`src/rtl/uart_wb_bridge32.sv`:
```
// 32-bit Wishbone slave to 8-bit Wishbone master bridge for the UART register file.
// Selected byte lanes are issued as separate UART cycles in ascending order; read bytes merge back.
module uart_wb_bridge32 #(
  parameter int unsigned UART_AW = 3,
  parameter int unsigned TIMEOUT = 16
) (
  input  logic               wb_clk_i,
  input  logic               wb_rst_i,
  input  logic [UART_AW-1:0] s_adr_i,
  input  logic [31:0]        s_dat_i,
  output logic [31:0]        s_dat_o,
  input  logic [3:0]         s_sel_i,
  input  logic               s_we_i,
  input  logic               s_stb_i,
  input  logic               s_cyc_i,
  output logic               s_ack_o,
  output logic               s_err_o,
  output logic [UART_AW-1:0] m_adr_o,
  output logic [7:0]         m_dat_o,
  input  logic [7:0]         m_dat_i,
  output logic               m_we_o,
  output logic               m_stb_o,
  output logic               m_cyc_o,
  input  logic               m_ack_i
);

  localparam int unsigned WW = UART_AW - 2;

  typedef enum logic [1:0] {IDLE, BUS, GAP, DONE} state_e;

  state_e        state_q, state_d;
  logic [3:0]    mask_q, mask_d;
  logic [1:0]    lane_q, lane_d;
  logic [WW-1:0] word_q, word_d;
  logic          we_q, we_d;
  logic          err_q, err_d;
  logic [31:0]   wdat_q, wdat_d;
  logic [31:0]   rbuf_q, rbuf_d;
  logic [7:0]    cnt_q, cnt_d;
  logic          in_bus;
  logic          in_done;
  logic          unused_adr;

  assign unused_adr = ^s_adr_i[1:0];

  function automatic logic [1:0] low_lane(input logic [3:0] m);
    if (m[0])      return 2'd0;
    else if (m[1]) return 2'd1;
    else if (m[2]) return 2'd2;
    else           return 2'd3;
  endfunction

  always_comb begin
    state_d = state_q;
    mask_d  = mask_q;
    lane_d  = lane_q;
    word_d  = word_q;
    we_d    = we_q;
    err_d   = err_q;
    wdat_d  = wdat_q;
    rbuf_d  = rbuf_q;
    cnt_d   = cnt_q;
    unique case (state_q)
      IDLE: begin
        if (s_cyc_i && s_stb_i) begin
          word_d  = s_adr_i[UART_AW-1:2];
          we_d    = s_we_i;
          wdat_d  = s_dat_i;
          mask_d  = s_sel_i;
          rbuf_d  = '0;
          err_d   = 1'b0;
          cnt_d   = '0;
          lane_d  = low_lane(s_sel_i);
          state_d = (s_sel_i == 4'd0) ? DONE : BUS;
        end
      end
      BUS: begin
        // Ack is tested before the timeout so a last-cycle ack completes normally.
        if (!s_cyc_i) begin
          mask_d  = '0;
          cnt_d   = '0;
          state_d = IDLE;
        end else if (m_ack_i) begin
          if (!we_q) rbuf_d[{lane_q, 3'b000} +: 8] = m_dat_i;
          mask_d  = mask_q & ~(4'b0001 << lane_q);
          cnt_d   = '0;
          state_d = (mask_d == 4'd0) ? DONE : GAP;
        end else if (cnt_q == 8'(TIMEOUT - 1)) begin
          err_d   = 1'b1;
          mask_d  = '0;
          cnt_d   = '0;
          state_d = DONE;
        end else begin
          cnt_d = cnt_q + 8'd1;
        end
      end
      GAP: begin
        if (!s_cyc_i) begin
          mask_d  = '0;
          state_d = IDLE;
        end else begin
          cnt_d   = '0;
          lane_d  = low_lane(mask_q);
          state_d = BUS;
        end
      end
      DONE: state_d = IDLE;
      default: state_d = IDLE;
    endcase
  end

  always_ff @(posedge wb_clk_i or negedge wb_rst_i) begin
    if (!wb_rst_i) begin
      state_q <= IDLE;
      mask_q  <= '0;
      lane_q  <= '0;
      word_q  <= '0;
      we_q    <= 1'b0;
      err_q   <= 1'b0;
      wdat_q  <= '0;
      rbuf_q  <= '0;
      cnt_q   <= '0;
    end else begin
      state_q <= state_d;
      mask_q  <= mask_d;
      lane_q  <= lane_d;
      word_q  <= word_d;
      we_q    <= we_d;
      err_q   <= err_d;
      wdat_q  <= wdat_d;
      rbuf_q  <= rbuf_d;
      cnt_q   <= cnt_d;
    end
  end

  assign in_bus  = (state_q == BUS);
  assign in_done = (state_q == DONE);

  assign m_cyc_o = in_bus;
  assign m_stb_o = in_bus;
  assign m_we_o  = in_bus & we_q;
  assign m_adr_o = in_bus ? {word_q, lane_q} : '0;
  assign m_dat_o = in_bus ? wdat_q[{lane_q, 3'b000} +: 8] : '0;

  assign s_ack_o = in_done & ~err_q;
  assign s_err_o = in_done & err_q;
  assign s_dat_o = (in_done && !we_q) ? rbuf_q : '0;

endmodule

```
`config.mk`:
```
export PLATFORM = sky130hd
export DESIGN_NAME = uart_wb_bridge32
export DESIGN_NICKNAME = d
export VERILOG_FILES = /design/src/rtl/uart_wb_bridge32.sv
export SDC_FILE = /design/constraint.sdc
export NUM_CORES = 1
export LEC_CHECK = 0
export BUFFER_PORTS_ARGS = -buffer_cell sky130_fd_sc_hd__buf_2
export CORE_UTILIZATION = 29
export CTS_CLUSTER_DIAMETER = 80
export DETAILED_ROUTE_END_ITERATION = 16
export HOLD_SLACK_MARGIN = 0.05
export PLACE_DENSITY_LB_ADDON = 0.25
export SLEW_MARGIN = 25
export SYNTH_ARGS = -nofsm -noshare
export SYNTH_HDL_FRONTEND = slang
export SYNTH_SLANG_ARGS = --single-unit
```
`constraint.sdc`:
```
create_clock -name wb_clk_i -period 2.6 [get_ports wb_clk_i]
set_input_delay 0.52 -clock wb_clk_i [delete_from_list [all_inputs] [get_ports wb_clk_i]]
set_output_delay 0.52 -clock wb_clk_i [all_outputs]
set_load 0.03 [all_outputs]
```
==> flow_summary.yaml, run 1 <==
run_status:
  outcome: "completed"
setup_path:
  critical_path.slowest_cell: "dfrtp_1"
  critPathTopFamily: "flip-flops"
  critPathMaxStageDelay_ns: 0.52
  critPathKind: "flop to primary output"
  required_ns: 2.08
  critPathLaunchType: "flop"
  crit_chain: "buf_12, mux4_2, and2_1, buf_2"
  arrival_ns: 1.89
  regToRegStartpoint: "state_q[1]$_DFFE_PN0P_"
  path_buf_inv: 2
  cp-startpoint: "lane_q[0]$_DFFE_PN0P_"
  timing.critical_path.to_type: "primary output"
  crit_fanout: 9
sta:
  tns_ns: 0
  finalSetupViolCount: 0
  whs_ns: 0.164
  worst_slew_pin_slew_ns: 0.707
  slew_violations: 0
  finClkSkew_ns: 0.00657
  fmax_ghz: 0.415
  finalCritPeriodShare_pct: 92.6
  maxSlewHeadroom_pct: 52.9
  fin_crit_ns: 2.41
  hold_viol: 0
  grt_setup_unrepaired: "false"
logic_synthesis:
  synth_edf_count: 0
  synth_flop_cell: "dfrtp_1"
  synth_area_um2: 4250
  yosysSeqAreaShare_pct: 48.9
  synth_warnings: 0
  synth_cell_types: 49
  synth_nets: 434
  synth-seq-cells: 83
  synth_cells: 370
  syn-mean-instance-area_um2: 11.5
  async_reset_ff_share_pct: 100
detailed_routing:
  ant_nets: 0
  drt_pass1_iterations: 5
  wl_per_cell_um: 15.1
  first_iter_violations: 143
  vias: 3139
  drc: 0
  wl_mm: 9.85
  via_per_inst: 4.80
min_path:
  hp-class: "input port to asynchronous set/reset pin"
cells_and_area:
  synthToLayoutAreaGrowth_pct: 23.5
  final_common_cell: "buf_2"
  layout.nets: 533
  finalNonFillerCells: 654
  n_antenna_cell: 0
  final_util_pct: 37.2
  final_cell_mix: "97 x buf_2, 83 x dfrtp_1, 46 x and2_1"
  drive_gt1_share_pct: 31.4
floorplan:
  core_um2: 14100
  rows: 43
  ios: 101
  chipWidth_um: 123
  dieHeight_um: 123
  die_area_um2: 15100
  initial_utilization_pct: 30.2
pwr:
  ir_drop_v: 0.000513
  p_leak_nw: 2.59
  power_density_nw_per_um2: 998
  total_power_w: 0.00524
job:
  cap_violations: 0
clocking:
  htree_levels: 3
  cts-root-buf: "clkbuf_16"
  numCtsBuffers: 9
  cts.sinks: 83
  clk_latency_ns: 0.34
  cts_tree: "built"
  clock_path_buffers: 2
  cts_hold_buf: 0
  path_clk_slew_ns: 0.07
grt:
  grt-busiest-layer: "met2"
  grt_antenna_before_repair: 0
  grt_first_pass_wirelength_mm: 16.2
  grt.overflow.total: 0
  use_met1_pct: 17.0
  grt_max_degree: 43
  grt_util_met3_pct: 4.61
  grt_pass1_vias: 3268
  grt_usage_pct: 14.1
  gr-usage-met2_pct: 22.6
placement:
  portBuffers: 98
  dpl.hpwl_mm: 7.26
  routabilityCongestion: 0.779
  placed_cells: 638
stage by stage:
step           setup WS [ns]  cell area (um^2)
2_1_floorplan          0.388              4250
3_3_place_gp           0.324              4960
3_5_place_dp           0.227              4960
4_1_cts                0.129              5250
5_1_grt               0.0765              5250
6_report               0.192              5250
power by group:
part	leakage, nW	switching [W]	total, W	internal [W]
Clock	0.144	0.000538	0.00122	0.000681
Sequential	1.08	0.000235	0.00193	0.00170
Combinational	1.37	0.00116	0.00209	0.000929
Total	2.59	0.00193	0.00524	0.00331
state kept, by name, indices dropped and copies added, names as in the netlist:
signal	cells
mask_q	4
rbuf_q	32
wdat_q	32
state_q	2
cnt_q	8
we_q	1
lane_q	2
word_q	1
err_q	1
synth_stat cells, drive strengths merged (6+ instances only):
cell | n | area share, %
dfrtp | 83 | 49
and2 | 46 | 6.8
mux2 | 37 | 9.8
inv | 22 | 1.9
nand2 | 21 | 1.9
o31ai | 20 | 3.5
a22o | 19 | 3.9
nor2 | 15 | 1.3
buf | 12 | 1.6
ha | 11 | 3.2
mux4 | 8 | 4.2
o21ai | 8 | 0.94
a21o | 7 | 1.2
a21oi | 7 | 1.1
clkbuf | 6 | 0.53
final timing paths:
| path | to | slack, ns | depth (start not counted) |
|---|---|---|---|
| max in group asynchronous | rbuf_q[20]$_DFFE_PN0P_ | 1.80 | 2 |
| hold / removal | wdat_q[31]$_DFFE_PN0P_ | 0.16 | 1 |
| hold reg to reg | rbuf_q[31]$_DFFE_PN0P_ | 0.47 | 2 |
| min in group wb_clk_i | wdat_q[14]$_DFFE_PN0P_ | 0.38 | 2 |
| setup reg to reg | rbuf_q[10]$_DFFE_PN0P_ | 0.38 | 6 |
| setup / recovery | m_dat_o[6] | 0.19 | 4 |
cells by family after synthesis:
family	count (synthesis)	share of synthesized area (%)
AO/OA/AOI/OAI	74	13.5
adder cells (fa/ha/maj)	11	3.24
buffers and inverters	40	4.12
flip-flops	83	48.9
multiplexers	47	14.5
AND/OR/NAND/NOR	115	15.7
cell type report:
type / instances / area (um^2)
Timing Repair Buffer: 106 / 578
Fill cell: 1443 / 8850
Multi-Input combinational cell: 247 / 2000
Clock inverter: 6 / 45.0
Tap cell: 180 / 225
Inverter: 22 / 82.6
Sequential cell: 83 / 2080
Clock buffer: 10 / 239
what timing repair did:
action,in CTS,in global routing
endpoints found under the setup margin,0,6
resized for setup,0,2
setup buffers,0,0
layer usage:
metal  up-vias  part of all wire (%)
met5         -                     0
met4         0                   2.5
met3        18                   7.4
met2        87                    47
met1      1517                    43
li1       1517                     -
(Power assumes the default switching activity.)
==> run 2, diff against run 1 <==
--- a/config.mk
+++ b/config.mk
@@ -6,12 +6,12 @@
 export NUM_CORES = 1
 export LEC_CHECK = 0
 export BUFFER_PORTS_ARGS = -buffer_cell sky130_fd_sc_hd__buf_2
-export CORE_UTILIZATION = 29
+export CORE_UTILIZATION = 50
 export CTS_CLUSTER_DIAMETER = 80
 export DETAILED_ROUTE_END_ITERATION = 16
 export HOLD_SLACK_MARGIN = 0.05
 export PLACE_DENSITY_LB_ADDON = 0.25
-export SLEW_MARGIN = 25
+export SLEW_MARGIN = 15
 export SYNTH_ARGS = -nofsm -noshare
 export SYNTH_HDL_FRONTEND = slang
 export SYNTH_SLANG_ARGS = --single-unit
==> run 2 against run 1 <==
Compared with the run above: first-iteration DRC count decreased by 20%; final cell count fell by 11%; clock power shrank 20%; critical path depth is the same; fmax hardly changed; highest routed layer unchanged; worst hold slack improved by 0.023 ns; global-route usage rose by 7.9 points; largest power group unchanged; clock skew rose by 0.00084 ns.
==> flow_summary.yaml, run 2 (synthesis results as in run 1) <==
floorplan:
  initial_utilization_pct: 51.7
  ios: 101
  die_area_um2: 8870
  chipWidth_um: 94.2
  dieHeight_um: 94.2
  core_um2: 8220
  rows: 33
clocking:
  cts_tree: "built"
  path_clk_slew_ns: 0.09
  numCtsBuffers: 9
  clock_path_buffers: 2
  cts_resized: 0
  htree_levels: 3
  clk_latency_ns: 0.35
  cts.sinks: 83
  cts_hold_buf: 0
  cts_setup_buffers: 0
  cts-root-buf: "clkbuf_8"
placement:
  routabilityCongestion: 0.845
  dpl.hpwl_mm: 6.36
  placedInstanceArea_um2: 4890
  placed_cells: 566
  portBuffers: 98
  pre_cts_ws_ns: 0.529
sta:
  worst_slew_pin_slew_ns: 0.719
  finClkSkew_ns: 0.00741
  finalWorstSetupSlack_ns: 0.190
  whs_ns: 0.188
  finalSetupViolCount: 0
  fmax_ghz: 0.415
  finalCritPeriodShare_pct: 92.7
  grt_setup_unrepaired: "false"
  tns_ns: 0
  slew_violations: 0
  maxSlewHeadroom_pct: 52.0
  hold_viol: 0
  fin_crit_ns: 2.41
setup_path:
  arrival_ns: 1.89
  regToRegStartpoint: "state_q[1]$_DFFE_PN0P_"
  crit_fanout: 9
  required_ns: 2.08
  regToRegEndpoint: "rbuf_q[15]$_DFFE_PN0P_"
  critPathKind: "flop to primary output"
  reg2reg_depth: 6
  critPathLaunchType: "flop"
  r2r_slack_ns: 0.51
  timing.critical_path.to_type: "primary output"
cells_and_area:
  top_regs: "rbuf_q x32, wdat_q x32, cnt_q x8"
  drive_gt1_share_pct: 31.4
  finalNonFillerCells: 582
  ff_latch_area_um2: 2080
  fillers: 707
  layout.nets: 536
  final_cell_area_um2: 5100
  n_antenna_cell: 0
  final_common_cell: "buf_2"
  final_cell_mix: "97 x buf_2, 83 x dfrtp_1, 46 x and2_1"
  synthToLayoutAreaGrowth_pct: 20.0
  multi_input_area_um2: 2000
grt:
  grt_pass1_vias: 3079
  grt_max_degree: 84
  grt.overflow.total: 0
  grt_first_pass_wirelength_mm: 14.9
  grt_antenna_before_repair: 0
  grt_usage_pct: 22.1
job:
  cap_violations: 0
detailed_routing:
  drc: 0
  via_per_inst: 5.40
  wl_per_cell_um: 15.2
  vias: 3140
  drt_pass1_iterations: 4
  first_iter_violations: 115
  ant_nets: 0
  wl_mm: 8.83
pwr:
  p_leak_nw: 2.57
  power_density_nw_per_um2: 976
  ir_drop_v: 0.000498
min_path:
  hp-class: "input port to asynchronous set/reset pin"
run_status:
  outcome: "completed"
## run 2: worst max-delay path by stage
stage	cells past startpoint	slack, ns	to	startpoint
finish	4	0.19	m_dat_o[5]	lane_q[0]$_DFFE_PN0P_
global route	5	0.04	m_dat_o[5]	state_q[1]$_DFFE_PN0P_
global placement	7	0.57	state_q[0]$_DFFE_PN0P_	state_q[1]$_DFFE_PN0P_
floorplan	5	0.39	m_adr_o[1]	state_q[1]$_DFFE_PN0P_
CTS	4	0.16	m_dat_o[5]	lane_q[0]$_DFFE_PN0P_
detailed placement	6	0.53	rbuf_q[15]$_DFFE_PN0P_	state_q[1]$_DFFE_PN0P_
## run 2: final cells by class
cell class,count,area share [%]
clock buffers,11,2.97
clock inverters,5,1.15
flip-flops and latches,83,40.7
inverters,22,1.62
well taps,105,2.58
repair buffers,109,11.8
multi-input cells,247,39.2
## run 2: metal layers
metal  vias up  share of wire [%]  track usage [%]
li1       1518                  -                -
met1      1524                 46             29.4
met2        87                 48             35.6
met3        11                4.8             4.53
met4         0                1.7             7.82
met5         -                  0                0
## run 2: report_power, final
group          switching [W]  internal (W)
combinational        0.00114      0.000935
sequential          0.000243       0.00169
clock               0.000472      0.000498
## run 2: stage by stage
step,power [W],util [%]
after floorplan,0.00349,-
after global placement,0.00398,59.5
after detailed placement,0.00405,59.5
after CTS,0.00503,62.1
after global routing,0.00532,62.1
final,0.00498,62.1
## run 2: worst max-delay path: stages, from the launching register on
cell and delay (ns):
dfrtp_1 0.52, buf_12 0.19, mux4_2 0.48, and2_1 0.18
buf_2 0.17
